### src/rtl/manchester_tx.sv
// manchester_tx: serialises a DATA_W-bit word onto a single line using one of
// four line codes (IEEE Manchester, Thomas Manchester, differential
// Manchester, NRZ). One clk period is one half-bit on the line.
//
// state | meaning
// IDLE  | line parked at IDLE_LVL, ready for a word
// SEND  | shifting out a word, half selects first/second half of current bit
module manchester_tx #(
  parameter int DATA_W    = 8,
  parameter int MSB_FIRST = 1,
  parameter int IDLE_LVL  = 0
) (
  input  logic              clk,
  input  logic              rst_n,
  input  logic [1:0]        mode,
  input  logic [DATA_W-1:0] in_data,
  input  logic              in_valid,
  output logic              in_ready,
  output logic              man_out,
  output logic              busy,
  output logic              word_done
);

  localparam int   CNT_W    = $clog2(DATA_W);
  localparam logic IDLE_BIT = (IDLE_LVL != 0);

  typedef enum logic [1:0] {
    IDLE = 2'd0,
    SEND = 2'd1
  } state_t;

  state_t            state;
  logic              half;
  logic [CNT_W-1:0]  cnt;
  logic [DATA_W-1:0] shreg;
  logic [1:0]        mode_q;

  logic              accept;
  logic              in_bit;
  logic              cur_bit;
  logic              next_bit;
  logic              last_bit;
  logic [DATA_W-1:0] shreg_shifted;

  // First-half level of a bit; prev is the line level just before the bit.
  function automatic logic first_level(input logic [1:0] m, input logic b,
                                       input logic prev);
    logic lvl;
    case (m)
      2'b00:   lvl = ~b;
      2'b01:   lvl = b;
      2'b10:   lvl = b ? prev : ~prev;
      default: lvl = b;
    endcase
    return lvl;
  endfunction

  // Second-half level of a bit; first is the level driven in its first half.
  function automatic logic second_level(input logic [1:0] m, input logic b,
                                        input logic first);
    logic lvl;
    case (m)
      2'b00:   lvl = b;
      2'b01:   lvl = ~b;
      2'b10:   lvl = ~first;
      default: lvl = b;
    endcase
    return lvl;
  endfunction

  // Bit selection and shift direction depend only on MSB_FIRST.
  always_comb begin
    accept   = in_valid & in_ready;
    last_bit = (cnt == '0);
    if (MSB_FIRST != 0) begin
      in_bit        = in_data[DATA_W-1];
      cur_bit       = shreg[DATA_W-1];
      next_bit      = shreg[DATA_W-2];
      shreg_shifted = {shreg[DATA_W-2:0], 1'b0};
    end else begin
      in_bit        = in_data[0];
      cur_bit       = shreg[0];
      next_bit      = shreg[1];
      shreg_shifted = {1'b0, shreg[DATA_W-1:1]};
    end
  end

  // Transmit FSM with registered line and handshake outputs. The bit counter
  // counts down from DATA_W-1; zero marks the last bit of the word.
  always_ff @(posedge clk or negedge rst_n) begin
    if (!rst_n) begin
      state     <= IDLE;
      half      <= 1'b0;
      cnt       <= '0;
      shreg     <= '0;
      mode_q    <= 2'b00;
      man_out   <= IDLE_BIT;
      busy      <= 1'b0;
      word_done <= 1'b0;
      in_ready  <= 1'b0;
    end else begin
      word_done <= 1'b0;
      case (state)
        IDLE: begin
          half <= 1'b0;
          if (accept) begin
            // Zero latency: the first half of the first bit goes out now.
            state    <= SEND;
            cnt      <= CNT_W'(DATA_W - 1);
            shreg    <= in_data;
            mode_q   <= mode;
            man_out  <= first_level(mode, in_bit, man_out);
            busy     <= 1'b1;
            in_ready <= 1'b0;
          end else begin
            man_out  <= IDLE_BIT;
            busy     <= 1'b0;
            in_ready <= 1'b1;
          end
        end
        SEND: begin
          if (!half) begin
            man_out  <= second_level(mode_q, cur_bit, man_out);
            half     <= 1'b1;
            in_ready <= last_bit;
          end else if (!last_bit) begin
            shreg    <= shreg_shifted;
            cnt      <= cnt - CNT_W'(1);
            half     <= 1'b0;
            man_out  <= first_level(mode_q, next_bit, man_out);
            in_ready <= 1'b0;
          end else begin
            word_done <= 1'b1;
            half      <= 1'b0;
            if (accept) begin
              // Back-to-back: previous level for differential mode is the
              // second half just driven, i.e. the current man_out.
              cnt      <= CNT_W'(DATA_W - 1);
              shreg    <= in_data;
              mode_q   <= mode;
              man_out  <= first_level(mode, in_bit, man_out);
              busy     <= 1'b1;
              in_ready <= 1'b0;
            end else begin
              state    <= IDLE;
              cnt      <= '0;
              man_out  <= IDLE_BIT;
              busy     <= 1'b0;
              in_ready <= 1'b1;
            end
          end
        end
        default: begin
          state    <= IDLE;
          half     <= 1'b0;
          cnt      <= '0;
          man_out  <= IDLE_BIT;
          busy     <= 1'b0;
          in_ready <= 1'b1;
        end
      endcase
    end
  end

endmodule

### config.mk
export PLATFORM = sky130hd
export DESIGN_NAME = manchester_tx
export DESIGN_NICKNAME = d
export VERILOG_FILES = /design/src/rtl/manchester_tx.sv
export SDC_FILE = /design/constraint.sdc
export NUM_CORES = 1
export LEC_CHECK = 0
export ABC_AREA = 1
export ABC_CLOCK_PERIOD_IN_PS = 2920
export CORE_ASPECT_RATIO = 1.2
export CORE_MARGIN = 2
export CORE_UTILIZATION = 35
export DETAILED_ROUTE_END_ITERATION = 10
export MAX_ROUTING_LAYER = met4
export PLACE_DENSITY = 0.56
export SYNTH_ARGS = -nofsm -noshare
export SYNTH_HDL_FRONTEND = slang
export SYNTH_SLANG_ARGS = --single-unit
### constraint.sdc
create_clock -name clk -period 2.92 [get_ports clk]
set_clock_uncertainty 0.05 [all_clocks]
set_input_delay 0.438 -clock clk [delete_from_list [all_inputs] [get_ports clk]]
set_output_delay 0.438 -clock clk [all_outputs]
set_load 0.01 [all_outputs]
Yosys cells after proc, flatten, opt, wreduce, memory -nomap -nowiden --
Index checks and enable logic that the tools add are counted.
Storage, ports and cells: bits in registers 20, input port bits 13, word-level logic and storage cells 74
Operators by class: muxes and demuxes 40, reduce and logical (&&, ||, !) cells 10, eq/ne operators 9, add/sub/neg operators 1, bitwise operators 5
Operators by type and width (count):
- two-way mux 8 bit | 3
- two-way mux 1 bit | 16
- one-hot mux 8 bit (2 select lines) | 1
- two-way mux 2 bit | 7
- two-way mux 3 bit | 4
- one-hot mux 1 bit (2 select lines) | 6
- != test 2 bit (second input constant) | 4
- one-hot mux 2 bit (2 select lines) | 2
- zero test 2 bit | 3
- one-hot mux 3 bit (2 select lines) | 1
- AND reduction 2 bit | 3
- != test 5 bit (second input constant) | 1
- equality test 2 x 1 -> 1 bit (second input constant) | 2
- equality test 2 bit (second input constant) | 2
- inverter 1 bit | 4
- AND reduction 4 bit | 1
- zero test 3 bit | 1
- AND reduction 3 bit | 1
- subtractor 3 x 1 -> 3 bit (second input constant) | 1
- nonzero test 2 bit | 1
- bitwise AND 1 bit | 1

Depth between registers and ports, before layout --
depth in word-level cells 7, gate-level depth with buffers 9, mapped depth without buffers 9

Worst setup path after synthesis --
OpenSTA, ideal clock, no wires.
path kind register to register, start point reg cnt[0], end point reg shreg[1], period minus slack after synthesis 1.372 ns, buffers on the path 0, stages on the path, launching flop included 7, data arrival time 1.198 ns, slack 1.548 ns, setup time 0.125 ns, cells stage by stage dfrtp_1 > inv_1 > ha_1 > nand2_4 > o21ai_4 > nor3b_1 > nor3_2
Between the ends: cells in the longest elaborated chain, start to end 4
Ends and longest elaborated chain:
- start, declared | RTL line 34 | logic [CNT_W-1:0] cnt;
- start signal, assigned | RTL line 109 | cnt <= CNT_W'(DATA_W - 1);
- start signal, assigned | RTL line 128 | cnt <= cnt - CNT_W'(1);
- start signal, assigned | RTL line 138 | cnt <= CNT_W'(DATA_W - 1);
- zero test 3 bit | RTL line 74 | last_bit = (cnt == '0);
- two-way mux 8 bit | RTL line 126 | end else if (!last_bit) begin
- two-way mux 8 bit | RTL line 122 | if (!half) begin
- one-hot mux 8 bit (2 select lines) | RTL line 103 | case (state)
- end signal, assigned | RTL line 110 | shreg <= in_data;
- end signal, assigned | RTL line 127 | shreg <= shreg_shifted;
- end signal, assigned | RTL line 139 | shreg <= in_data;
- end, declared | RTL line 35 | logic [DATA_W-1:0] shreg;
Every way passes these cells. The select of a mux whose other input is x is not followed. A chain may end at the register's enable or synchronous reset.

Worst setup path in the final report --
start point reg man_out, end point out man_out
RTL lines:
- start, declared | RTL line 19 | output logic man_out,
- start signal, assigned | RTL line 112 | man_out <= first_level(mode, in_bit, man_out);
- start signal, assigned | RTL line 123 | man_out <= second_level(mode_q, cur_bit, man_out);
- start signal, assigned | RTL line 130 | man_out <= first_level(mode_q, next_bit, man_out);
No word-level cell between the ends.

==> metrics.md <==
| Metric | Value |
|---|---|
| Clock latency of the later-clocked register in the worst-skew pair | 300 ps |
| Total clock sinks | 19 |
| Number of global-route vias before repair | 862 |
| Status | complete, no violations |
| Remaining global-route overflow | 0 |
| Slew of the pin with the lowest slew margin | 881 ps |
| Class of the most critical setup path | reg -> out |
| Critical path's largest stage delay | 560 ps |
| Row count | 22 |
| Die width | 55.0 um |
| Final setup fails | 0 |
| Levels on crit path | 1 |
| Hold violation count in the final report | 0 |
| TritonCTS buffer count | 3 |
| Number of vias in the routed layout | 884 |
| Hold Path Sink | busy$_DFFE_PN0P_ |
| Data arrival time at the worst-slack endpoint | 1280 ps |
| Wirelength per Cell | 11.7 um |
| Startpoint of the worst register-to-register path | cnt[0]$_DFFE_PN0P_ |
| Hold-fix buffers, CTS | 0 |
| Number of top-level design ports | 17 |
| Max-slew violation count | 0 |
| Routability Congestion | 0.721 |
| Most used DFF post-synth | dfrtp_1 |
| Gates resized, CTS repair | 0 |
| Initial core utilization | 36.1% |
| Area added between synthesis and finish | 19.6% |
| Die Span Y | 65.2 um |
| Reg2reg setup slack | 1320 ps |
| Met1 GRT Util | 18.8% |
| Buf+Inv Stages, Crit Path | 1 |
| Distinct cells, synth | 23 |
| Diodes inserted | 0 |
| Startpoint kind of the worst setup timing path | register |
| Post-Route Setup TNS | 0 ps |
| Tightest slew margin relative to the limit | 41.1% |
| Total number of nets in the final design | 164 |
| Setup repair after global routing missed its margin | no |
| H-tree depth | 1 |
| Net count after synthesis | 145 |
| Kind of path behind the tightest hold check | reg -> reg |
| Crit path cell chain | clkdlybuf4s50_1 |
| Worst Hold Slack | 461 ps |
| Max-cap violations | 0 |
| Count of buffers inserted at the top-level ports | 16 |
| DR iter-0 viols | 16 |
| Global Route Usage Sum | 15.0% |
| Critical path peak fanout | 4 |
| Peak supply drop | 0.542 mV |
| Post-CTS setup buffers | 0 |
| Fraction of layout instances using a drive strength above 1 | 13.1% |
| GRT met3 Usage | 2.05% |
| Worst hold path stage count | 1 |
| Largest delay share family, worst path | buffers and inverters |
| Synth Register Bits | 19 |
| Number of flops mapped to enable cells by yosys | 0 |
| Post-Synthesis Mean Instance Area | 8.60 sq um |
| Deepest clock path buffer count | 2 |
| Combined area of all synthesized cells | 1090 sq um |
| Met2 usage | 24.0% |
| Via density per instance | 4.88 |
| Leakage power figure | 0.000603 uW |
| Nature of the critical path endpoint | output pin |
| Detailed-routing iteration count for the pre-antenna-repair pass | 4 |
| Busiest metal layer after global routing | met2 |
| First-pass GRT wire length | 3.83 mm |
| Wirelength, routed | 2.12 mm |
| Launch point of the worst hold path | busy$_DFFE_PN0P_ |
| Full die area | 3590 sq um |
| Placeable core region | 3030 sq um |
| Cells on worst reg2reg path | 7 |
| Warnings from Yosys | 0 |
| Cell with the largest stage delay on the worst path | clkdlybuf4s50_1 |
| End of the worst register-to-register path | shreg[1]$_DFFE_PN0N_ |
| Max Clock Freq | 565 MHz |
| Antenna-violating nets left | 0 |
| Final cycle utilization of the critical path | 60.6% |
| Post-layout min period | 1770 ps |
| TritonCTS clock tree | built |
| Initial antenna violation count | 0 |
| DP Wirelength | 1.61 mm |
| Clock Tree Root | clkbuf_4 |
| Post-Syn Instances | 127 |
| Req. time, crit path | 2430 ps |
| Pwr dens | 1080 nW/um^2 |
| Pin count of the biggest net entering global routing | 20 |
| Clock edge transition at the registers on the reported setup and hold paths | 110 ps |
| Total DRC errors in the routed layout | 0 |
| Synth async-reset ratio | 100% |
| Part of the Yosys area used for sequential elements | 43.5% |
| Number of inserted filler cells in the final layout | 318 |
==> how the worst max path moves through the flow <==
stage / slack [ps] / start / end
final: 1150 / man_out$_DFFE_PN0P_ / man_out
after global routing: 1090 / man_out$_DFFE_PN0P_ / man_out
after CTS: 1140 / man_out$_DFFE_PN0P_ / man_out
after detailed placement: 920 / in_valid / shreg[1]$_DFFE_PN0N_
after global placement: 990 / in_valid / shreg[4]$_DFFE_PN0N_
after floorplan: 1550 / cnt[0]$_DFFE_PN0P_ / shreg[1]$_DFFE_PN0N_
==> stage by stage <==
step / util, % / instance area (sq um) / worst slack [ps] / cells / total power, uW
4_1_cts: 43.1 / 1310 / 1140 / 181 / 1430
6_report: 43.1 / 1310 / 1150 / 181 / 1410
3_3_place_gp: 42.2 / 1280 / 989 / 177 / 1260
2_1_floorplan: - / 1090 / 1550 / 127 / 1090
5_1_grt: 43.1 / 1310 / 1090 / 181 / 1570
3_5_place_dp: 42.2 / 1280 / 917 / 177 / 1290
==> routing by layer <==
layer  vias up  part of all wire, %
met5         -                    0
met4         0                  2.0
met3         5                  2.6
met2        13                   52
met1       415                   44
li1        451                    -
==> registers in the layout (all words and copies together) (netlist names) <==
register   cells
busy           1
cnt            3
half           1
in_ready       1
man_out        1
mode_q         2
shreg          8
state          1
word_done      1
==> power breakdown <==
group / leakage, uW / switching (uW) / internal, uW
logic: 0.000363 / 457 / 330
clock network: 0.0000177 / 86.1 / 51.2
registers: 0.000222 / 91.3 / 391
==> worst reg2reg max path, cell delays in order, from the launching register on <==
cell and delay (ps):
dfrtp_1 360, inv_1 70, ha_1 240, nand2_4 130
nand2_4 110, a21oi_4 270, nor2_1 90, nor3_2 200
==> layout by cell type (no fill, tap or decap) <==
master            n
nand2_4           3
o21a_1            1
nor3b_1           6
clkbuf_4          3
a31oi_1           1
nor3_1            6
o21ai_4           1
nand4_1           1
a21oi_1           2
ha_1              5
nand2_1          19
nor2_1           16
inv_2             3
inv_4             1
nand3b_1          1
a21oi_4           1
clkdlybuf4s50_1  16
clkinv_2          1
o21ai_1           4
inv_1            14
o21ai_0           9
nor3_2            6
dfrtp_1          19
nand3_1           6
==> cells by family (layout without fill, tap and decap cells) <==
family / after synthesis / after routing / synth area share (%)
adders and majority gates: 5 / 5 / 5.73
AOI/OAI and AO/OA: 19 / 19 / 11.1
DFF: 19 / 19 / 43.5
buffers and inverters: 20 / 38 / 8.13
and+or+nand+nor: 64 / 64 / 31.5
==> synthesized netlist by cell type (all sizes together) (2+ instances only) <==
master  instances  area share, %
ha              5            5.7
a21oi           3            2.4
nor3           12            8.2
o21ai          14            7.4
buf             2            1.7
nor2           16            5.5
dfrtp          19             44
nand3           6            2.7
inv            18            6.4
nor3b           6            4.1
nand2          22            9.6
==> layout make-up <==
cell class	instances	area (sq um)	area share [%]
clock inverter	1	5.00	0.383
inverter	18	70.1	5.36
clock buffer	3	22.5	1.72
multi-input combinational	88	528	40.4
sequential	19	475	36.4
tap	36	45.0	3.45
timing repair buffer	16	160	12.3
Note: power is estimated with default switching activity, not from simulation.
